## config.mk

```make
export PLATFORM = sky130hd
export DESIGN_NAME = wb_stage
export DESIGN_NICKNAME = d
export VERILOG_FILES = /design/src/rtl/wb_pkg.sv /design/src/rtl/load_extend.sv /design/src/rtl/wb_stage.sv
export SDC_FILE = /design/constraint.sdc
export NUM_CORES = 1
export LEC_CHECK = 0
export ABC_AREA = 1
export CORE_MARGIN = 8
export CORE_UTILIZATION = 50
export DETAILED_ROUTE_END_ITERATION = 6
export MAX_ROUTING_LAYER = met4
export PLACE_DENSITY = 0.93
export RECOVER_POWER = 100
export SETUP_SLACK_MARGIN = 0.5
export SLEW_MARGIN = 20
export SYNTH_ARGS = -nofsm -noshare
export SYNTH_HDL_FRONTEND = slang
export SYNTH_SLANG_ARGS = --single-unit
```

## constraint.sdc

```tcl
create_clock -name clk -period 4.6 [get_ports clk]
set_input_delay 0.92 -clock clk [delete_from_list [all_inputs] [get_ports clk]]
set_output_delay 0.92 -clock clk [all_outputs]
set_load 0.01 [all_outputs]
```

## src/rtl/wb_pkg.sv

```systemverilog
// Shared encodings for the writeback stage.
// No logic; constants and types only.
// No flow control.
package wb_pkg;

    // Writeback data source selected by the MEM stage.
    typedef enum logic [1:0] {
        WB_SEL_RES  = 2'b00,
        WB_SEL_HILO = 2'b01,
        WB_SEL_LINK = 2'b10,
        WB_SEL_CP0  = 2'b11
    } wb_sel_e;

    // Load kind, used to extract and extend the raw load word.
    typedef enum logic [2:0] {
        LD_NONE = 3'b000,
        LD_LB   = 3'b001,
        LD_LBU  = 3'b010,
        LD_LH   = 3'b011,
        LD_LHU  = 3'b100,
        LD_LW   = 3'b101
    } ld_type_e;

    // Return-address offset for link instructions (skips the delay slot).
    localparam int LINK_OFFSET = 8;

endpackage

```

## src/rtl/load_extend.sv

```systemverilog
// Picks the addressed byte/halfword of a load word and sign/zero extends it.
// Purely combinational, zero latency.
// No flow control; output follows inputs.
module load_extend
    import wb_pkg::*;
#(
    parameter int DATA_W = 32
) (
    input  logic [DATA_W-1:0] result,
    input  logic [2:0]        ld_type,
    input  logic [1:0]        addr_lo,
    output logic [DATA_W-1:0] data
);

    // Zero-pad above the word so byte offsets stay in range even for 16-bit datapaths.
    logic [DATA_W+31:0] padded;
    logic [7:0]         byte_sel;
    logic [15:0]        half_sel;

    assign padded   = {32'b0, result};
    assign byte_sel = padded[{addr_lo, 3'b000} +: 8];
    assign half_sel = padded[{addr_lo[1], 4'b0000} +: 16];

    // Extension by load kind; LW and non-loads pass the word through.
    always_comb begin
        data = result;
        case (ld_type)
            LD_LB:   data = {{(DATA_W-8){byte_sel[7]}}, byte_sel};
            LD_LBU:  data = {{(DATA_W-8){1'b0}}, byte_sel};
            LD_LH:   data = {{(DATA_W-16){half_sel[15]}}, half_sel};
            LD_LHU:  data = {{(DATA_W-16){1'b0}}, half_sel};
            default: data = result;
        endcase
    end

endmodule

```

## src/rtl/wb_stage.sv

```systemverilog
// Writeback stage: holds one instruction, selects its result, writes RF and HI/LO.
// Latency: an accepted instruction commits from the WB register one cycle after acceptance.
// Backpressure: ws_stall holds the current instruction and drops ws_allowin.
module wb_stage
    import wb_pkg::*;
#(
    parameter int DATA_W    = 32,
    parameter int RF_ADDR_W = 5,
    parameter int HILO_EN   = 1
) (
    input  logic                 clk,
    input  logic                 reset,

    input  logic                 ms_valid,
    output logic                 ws_allowin,
    input  logic                 ws_flush,
    input  logic                 ws_stall,

    input  logic [DATA_W-1:0]    ms_pc,
    input  logic [1:0]           ms_sel,
    input  logic                 ms_regwrite,
    input  logic [RF_ADDR_W-1:0] ms_dest,
    input  logic [DATA_W-1:0]    ms_result,
    input  logic [2:0]           ms_ld_type,
    input  logic [1:0]           ms_addr_lo,
    input  logic                 ms_hi_we,
    input  logic                 ms_lo_we,
    input  logic                 ms_hi_read,
    input  logic                 ms_lo_read,
    input  logic [DATA_W-1:0]    ms_hi_wdata,
    input  logic [DATA_W-1:0]    ms_lo_wdata,
    input  logic [DATA_W-1:0]    ms_cp0_rdata,

    output logic                 rf_we,
    output logic [RF_ADDR_W-1:0] rf_waddr,
    output logic [DATA_W-1:0]    rf_wdata,

    output logic                 fwd_valid,
    output logic [RF_ADDR_W-1:0] fwd_dest,
    output logic [DATA_W-1:0]    fwd_data,

    output logic [DATA_W-1:0]    debug_wb_pc,
    output logic [DATA_W/8-1:0]  debug_wb_rf_wen,
    output logic [RF_ADDR_W-1:0] debug_wb_rf_wnum,
    output logic [DATA_W-1:0]    debug_wb_rf_wdata
);

    logic                 ws_valid;
    logic [DATA_W-1:0]    ws_pc;
    logic [1:0]           ws_sel;
    logic                 ws_regwrite;
    logic [RF_ADDR_W-1:0] ws_dest;
    logic [DATA_W-1:0]    ws_result;
    logic [2:0]           ws_ld_type;
    logic [1:0]           ws_addr_lo;
    logic                 ws_hi_we;
    logic                 ws_lo_we;
    logic                 ws_hi_read;
    logic                 ws_lo_read;
    logic [DATA_W-1:0]    ws_hi_wdata;
    logic [DATA_W-1:0]    ws_lo_wdata;
    logic [DATA_W-1:0]    ws_cp0_rdata;

    logic                 commit;
    logic                 accept;
    logic                 writes_rf;
    logic [DATA_W-1:0]    ld_data;
    logic [DATA_W-1:0]    hi_q;
    logic [DATA_W-1:0]    lo_q;
    logic [DATA_W-1:0]    hilo_data;
    logic [DATA_W-1:0]    wb_data;

    assign ws_allowin = !ws_valid || !ws_stall;
    assign commit     = ws_valid && !ws_stall;
    assign accept     = ms_valid && ws_allowin && !ws_flush;
    assign writes_rf  = ws_regwrite && (ws_dest != '0);

    // WB pipeline register: load on accept, empty when the slot frees with nothing accepted.
    always_ff @(posedge clk) begin
        if (reset) begin
            ws_valid     <= 1'b0;
            ws_pc        <= '0;
            ws_sel       <= '0;
            ws_regwrite  <= 1'b0;
            ws_dest      <= '0;
            ws_result    <= '0;
            ws_ld_type   <= '0;
            ws_addr_lo   <= '0;
            ws_hi_we     <= 1'b0;
            ws_lo_we     <= 1'b0;
            ws_hi_read   <= 1'b0;
            ws_lo_read   <= 1'b0;
            ws_hi_wdata  <= '0;
            ws_lo_wdata  <= '0;
            ws_cp0_rdata <= '0;
        end else if (ws_allowin) begin
            ws_valid <= accept;
            if (accept) begin
                ws_pc        <= ms_pc;
                ws_sel       <= ms_sel;
                ws_regwrite  <= ms_regwrite;
                ws_dest      <= ms_dest;
                ws_result    <= ms_result;
                ws_ld_type   <= ms_ld_type;
                ws_addr_lo   <= ms_addr_lo;
                ws_hi_we     <= ms_hi_we;
                ws_lo_we     <= ms_lo_we;
                ws_hi_read   <= ms_hi_read;
                ws_lo_read   <= ms_lo_read;
                ws_hi_wdata  <= ms_hi_wdata;
                ws_lo_wdata  <= ms_lo_wdata;
                ws_cp0_rdata <= ms_cp0_rdata;
            end
        end
    end

    // HI/LO exist only when enabled; otherwise they read as zero.
    generate
        if (HILO_EN != 0) begin : g_hilo
            // Update at the commit edge so the committing instruction still reads the old value.
            always_ff @(posedge clk) begin
                if (reset) begin
                    hi_q <= '0;
                    lo_q <= '0;
                end else if (commit) begin
                    if (ws_hi_we) hi_q <= ws_hi_wdata;
                    if (ws_lo_we) lo_q <= ws_lo_wdata;
                end
            end
        end else begin : g_no_hilo
            assign hi_q = '0;
            assign lo_q = '0;
        end
    endgenerate

    load_extend #(
        .DATA_W (DATA_W)
    ) u_load_extend (
        .result  (ws_result),
        .ld_type (ws_ld_type),
        .addr_lo (ws_addr_lo),
        .data    (ld_data)
    );

    // HI wins when both reads are flagged.
    assign hilo_data = ws_hi_read ? hi_q : lo_q;

    // Writeback source mux shared by RF write, bypass and debug trace.
    always_comb begin
        wb_data = ld_data;
        case (ws_sel)
            WB_SEL_RES:  wb_data = ld_data;
            WB_SEL_HILO: wb_data = hilo_data;
            WB_SEL_LINK: wb_data = ws_pc + DATA_W'(LINK_OFFSET);
            WB_SEL_CP0:  wb_data = ws_cp0_rdata;
            default:     wb_data = ld_data;
        endcase
    end

    assign rf_we    = commit && writes_rf;
    assign rf_waddr = ws_dest;
    assign rf_wdata = wb_data;

    // Bypass stays valid while stalled: the value is already final.
    assign fwd_valid = ws_valid && writes_rf;
    assign fwd_dest  = ws_dest;
    assign fwd_data  = wb_data;

    assign debug_wb_pc       = ws_pc;
    assign debug_wb_rf_wen   = {(DATA_W/8){rf_we}};
    assign debug_wb_rf_wnum  = ws_dest;
    assign debug_wb_rf_wdata = wb_data;

endmodule

```

==> metrics.md <==
| Metric | Value |
|---|---|
| Setup CP Type | flop to output pin |
| Min Hold Slack | 0.462 ns |
| XOR/XNOR share of the synthesized area | 0% |
| CP bufs+invs | 3 |
| Net Count, Synth | 1893 |
| Mean cell area of the mapped netlist | 6.96 µm² |
| Worst Path Max Fanout | 20 |
| Synth Instances | 1710 |
| Slowest CP cell | dfxtp_1 |
| Register area share after synthesis | 40.6% |
| Outcome | finished with violations |
| CP cell instances | clkinv_4 > nand2_2 > nand3_1 > nand3_2 > nand3_4 > nor2_1 > a21oi_1 > buf_4 > clkdlybuf4s50_1 |
| Compound-gate portion of the synthesized area | 20.3% |
| Clk pwr share | 37.2% |
| Clk_skew | 0.0103 ns |
| CP top delay family | simple AND/OR/NAND/NOR gates |
| Synthesized area | 11900 µm² |
| Required time of the critical path | 3.68 ns |
| Crit path launch type | flop |
| Setup TNS | 0 ns |
| DR vias | 12200 |
| DRT Pass-1 Iters | 6 |
| # clock sinks | 241 |
| Starting density of the core | 50.8% |
| R2R cell count | 8 |
| Synth Register Bits | 241 |
| Die Ht | 170 µm |
| Starting DRT DRC Count | 1249 |
| WP depth | 9 |
| Final slew viol count | 257 |
| Layout fillers | 2010 |
| Count of cell types in the netlist | 37 |
| Final setup viols | 0 |
| FMAX | 237 MHz |
| Failing checks | max-capacitance violations, max-slew violations |
| Tmin final | 4.21 ns |
| Hold path depth | 2 |
| Share of post-route cells with drive strength above 1 | 5.01% |
| Detail Route Antenna Nets | 0 |
| Die Width | 170 µm |
| Syn-to-layout area delta | 29.9% |
| DRT Wirelength | 43000 µm |
| P_int | 3.82 mW |
| RSZ-0062 raised after global routing | false |
| Clock latency at the later pin of the worst-skew pair | 0.52 ns |
| CORE AREA | 23400 µm² |
| Htree depth | 1 |
| Rows | 56 |
| Hold Vio Cnt, Final | 0 |
| DRC | 0 |
| Proportion of synthesized area in mux cells | 0% |
| Ys Warns | 0 |
| Maxcap violations | 4 |
| Max VDD drop | 269 µV |
| Die ar. | 29000 µm² |
| Synth Area in Adders | 0.105% |
| Simple logic cell fraction of the synthesized area | 25.8% |
| Largest family of logic cells by synthesized area | simple AND/OR/NAND/NOR gates |
| Dpl hpwl | 31600 µm |
| Gr usage total | 28.8% |
| P_sw | 1.51 mW |
| Initial antenna violation count | 7 |
| Max Root-Sink Buffers | 3 |
| Multi-input logic area | 5480 µm² |
| Seq pwr share | 42.2% |
| TritonCTS clock tree | built |
| Final worst-path cycle share | 91.6% |
| I/O Pins | 332 |
| Postcts setup bufs | 0 |
| Slowest stage delay, CP | 0.80 ns |
| Slew @ Worst Pin | 2.27 ns |
| Congestion Overflow GR | 0 |
| Leak | 5.83 nW |
| CTS Root Cell | clkbuf_16 |
| Post-layout net count | 2082 |
| CTS Buf Count | 25 |
| Routed vias/inst | 5.45 |
| Final Core Density | 66.0% |
| FF/Latch Area | 4830 µm² |
| Rel. slew slack | -51.0% |
| GP Congestion | 0.954 |
| Pin count of the biggest net entering global routing | 142 |
| Net Sw Frac | 28.3% |
| Clock transition at the registers of the reported paths | 0.06 ns |
| Power per cell area | 345 nW/µm² |
| Worst path arrival time | 3.29 ns |
| Global-route wire length before repair | 64600 µm |
| Worst min-delay path class | flop to flop |
| CP endpoint kind | output pin |
| Post-DR wirelength/cell | 19.2 µm |
| Port-buffer cells | 330 |
| Vias in the first global route | 11500 |
| Combinational share of power | 20.6% |
-- placed cells by master, fill, tap and decap left out, types with 6 or more instances in the layout --
master,netlist,routed
nor2_1,171,171
dfxtp_1,241,240
o211ai_1,12,12
o21ai_0,87,87
nand2_1,449,448
a211oi_1,94,94
o21bai_1,7,7
clkdlybuf4s50_1,0,203
inv_1,113,112
clkbuf_1,49,12
buf_4,88,11
clkbuf_8,0,6
clkbuf_16,0,25
a21oi_2,10,6
dlygate4sd3_1,0,126
diode_2,0,7
nand3_1,53,53
a21oi_1,197,201
nor2_2,16,16
nand4_1,40,40
-- synthesized netlist by cell type --
library cell	n	area share [%]
a21oi_2	10	0.74
inv_2	3	0.095
nor3_1	2	0.084
a221oi_1	4	0.29
nor2_1	171	5.4
o22ai_1	1	0.053
buf_8	1	0.13
inv_1	113	3.6
nand3_4	1	0.15
dfxtp_1	241	41
o21ai_0	87	3.7
nor2_2	16	0.84
clkinv_4	1	0.074
clkbuf_2	1	0.042
a21o_1	1	0.063
and2_4	1	0.074
buf_1	8	0.25
or2_4	1	0.074
o211ai_1	12	0.76
a31oi_1	1	0.053
buf_6	3	0.28
or2_2	1	0.053
buf_2	40	1.7
nand3_2	1	0.084
a21oi_1	197	8.3
nand2_2	5	0.26
nand4_1	40	2.1
and2_1	3	0.16
clkbuf_1	49	1.5
nand2_1	449	14
ha_1	1	0.11
nand3_1	53	2.2
a211oi_1	94	5.9
nor2_4	1	0.095
clkinv_1	2	0.063
o21bai_1	7	0.44
buf_4	88	5.6
-- through the flow --
| step | setup WS (ns) | instances | area [µm²] | power, mW |
|---|---|---|---|---|
| after floorplan | 1.90 | 1710 | 11900 | 2.90 |
| after global placement | 1.06 | 2191 | 14700 | 3.42 |
| after detailed placement | 1.04 | 2191 | 14700 | 3.43 |
| after CTS | 0.483 | 2235 | 15500 | 5.40 |
| after global routing | 0.281 | 2242 | 15400 | 5.52 |
| final | 0.385 | 2242 | 15400 | 5.33 |
-- power groups by stage --
stage,logic [mW],clock network [mW],registers (mW)
after floorplan,0.625,0,2.27
after global placement,1.13,0,2.29
after detailed placement,1.14,0,2.29
after CTS,1.15,2.00,2.25
after global routing,1.17,2.09,2.26
final,1.10,1.99,2.25
-- final cells by class --
type / count / area share (%)
Multi-Input combinational cell: 1160 / 35.5
Sequential cell: 241 / 31.2
Clock inverter: 7 / 0.429
Antenna cell: 7 / 0.113
Clock buffer: 37 / 4.73
Timing Repair Buffer: 352 / 22.4
Tap cell: 319 / 2.58
Inverter: 119 / 3.03
-- cells by family (layout without fill, tap and decap cells) --
kind of cell	count (synthesis)	after routing
flip-flops	241	241
adder cells (fa/ha/maj)	1	1
AO/OA/AOI/OAI	414	414
other	0	7
buffers and inverters	309	515
AND/OR/NAND/NOR	745	745
-- repair_timing --
action	in CTS	in global routing
setup endpoints to repair	6	31
resized for setup	1	10
hold endpoints to repair	0	0
hold buffers	0	0
-- layer usage --
layer  share of wire (%)  vias to the layer above  global-route usage [%]
met1                  41                     5652                    35.3
met3                 7.6                       88                    4.38
li1                    -                     5936                       -
met5                   0                        -                       -
met2                  47                      542                    46.9
met4                 3.8                        0                    11.7
-- final timing paths --
| kind | startpoint | end | slack, ns |
|---|---|---|---|
| worst max-delay path | ws_addr_lo[1] | rf_wdata[31] | 0.39 |
| worst min-delay path | lo_q[12] | lo_q[12] | 0.46 |
| worst max register to register | ws_valid | ws_hi_wdata[6] | 0.90 |
| worst min register to register | lo_q[12] | lo_q[12] | 0.46 |
-- tightest hold or removal path, cell delays in order (launching register included) --
cell     delay (ns)
dfxtp_1        0.31
nand2_1        0.06
a21oi_1        0.05
-- state kept, by name (all words and copies together) (netlist names), 2 cells and up --
signal	count
lo_q	32
ws_sel	2
debug_wb_rf_wnum	5
ws_hi_wdata	32
ws_result	32
debug_wb_pc	32
hi_q	32
ws_lo_wdata	32
ws_cp0_rdata	32
ws_ld_type	3
ws_addr_lo	2
No activity file was read; power rests on OpenSTA's default activity.
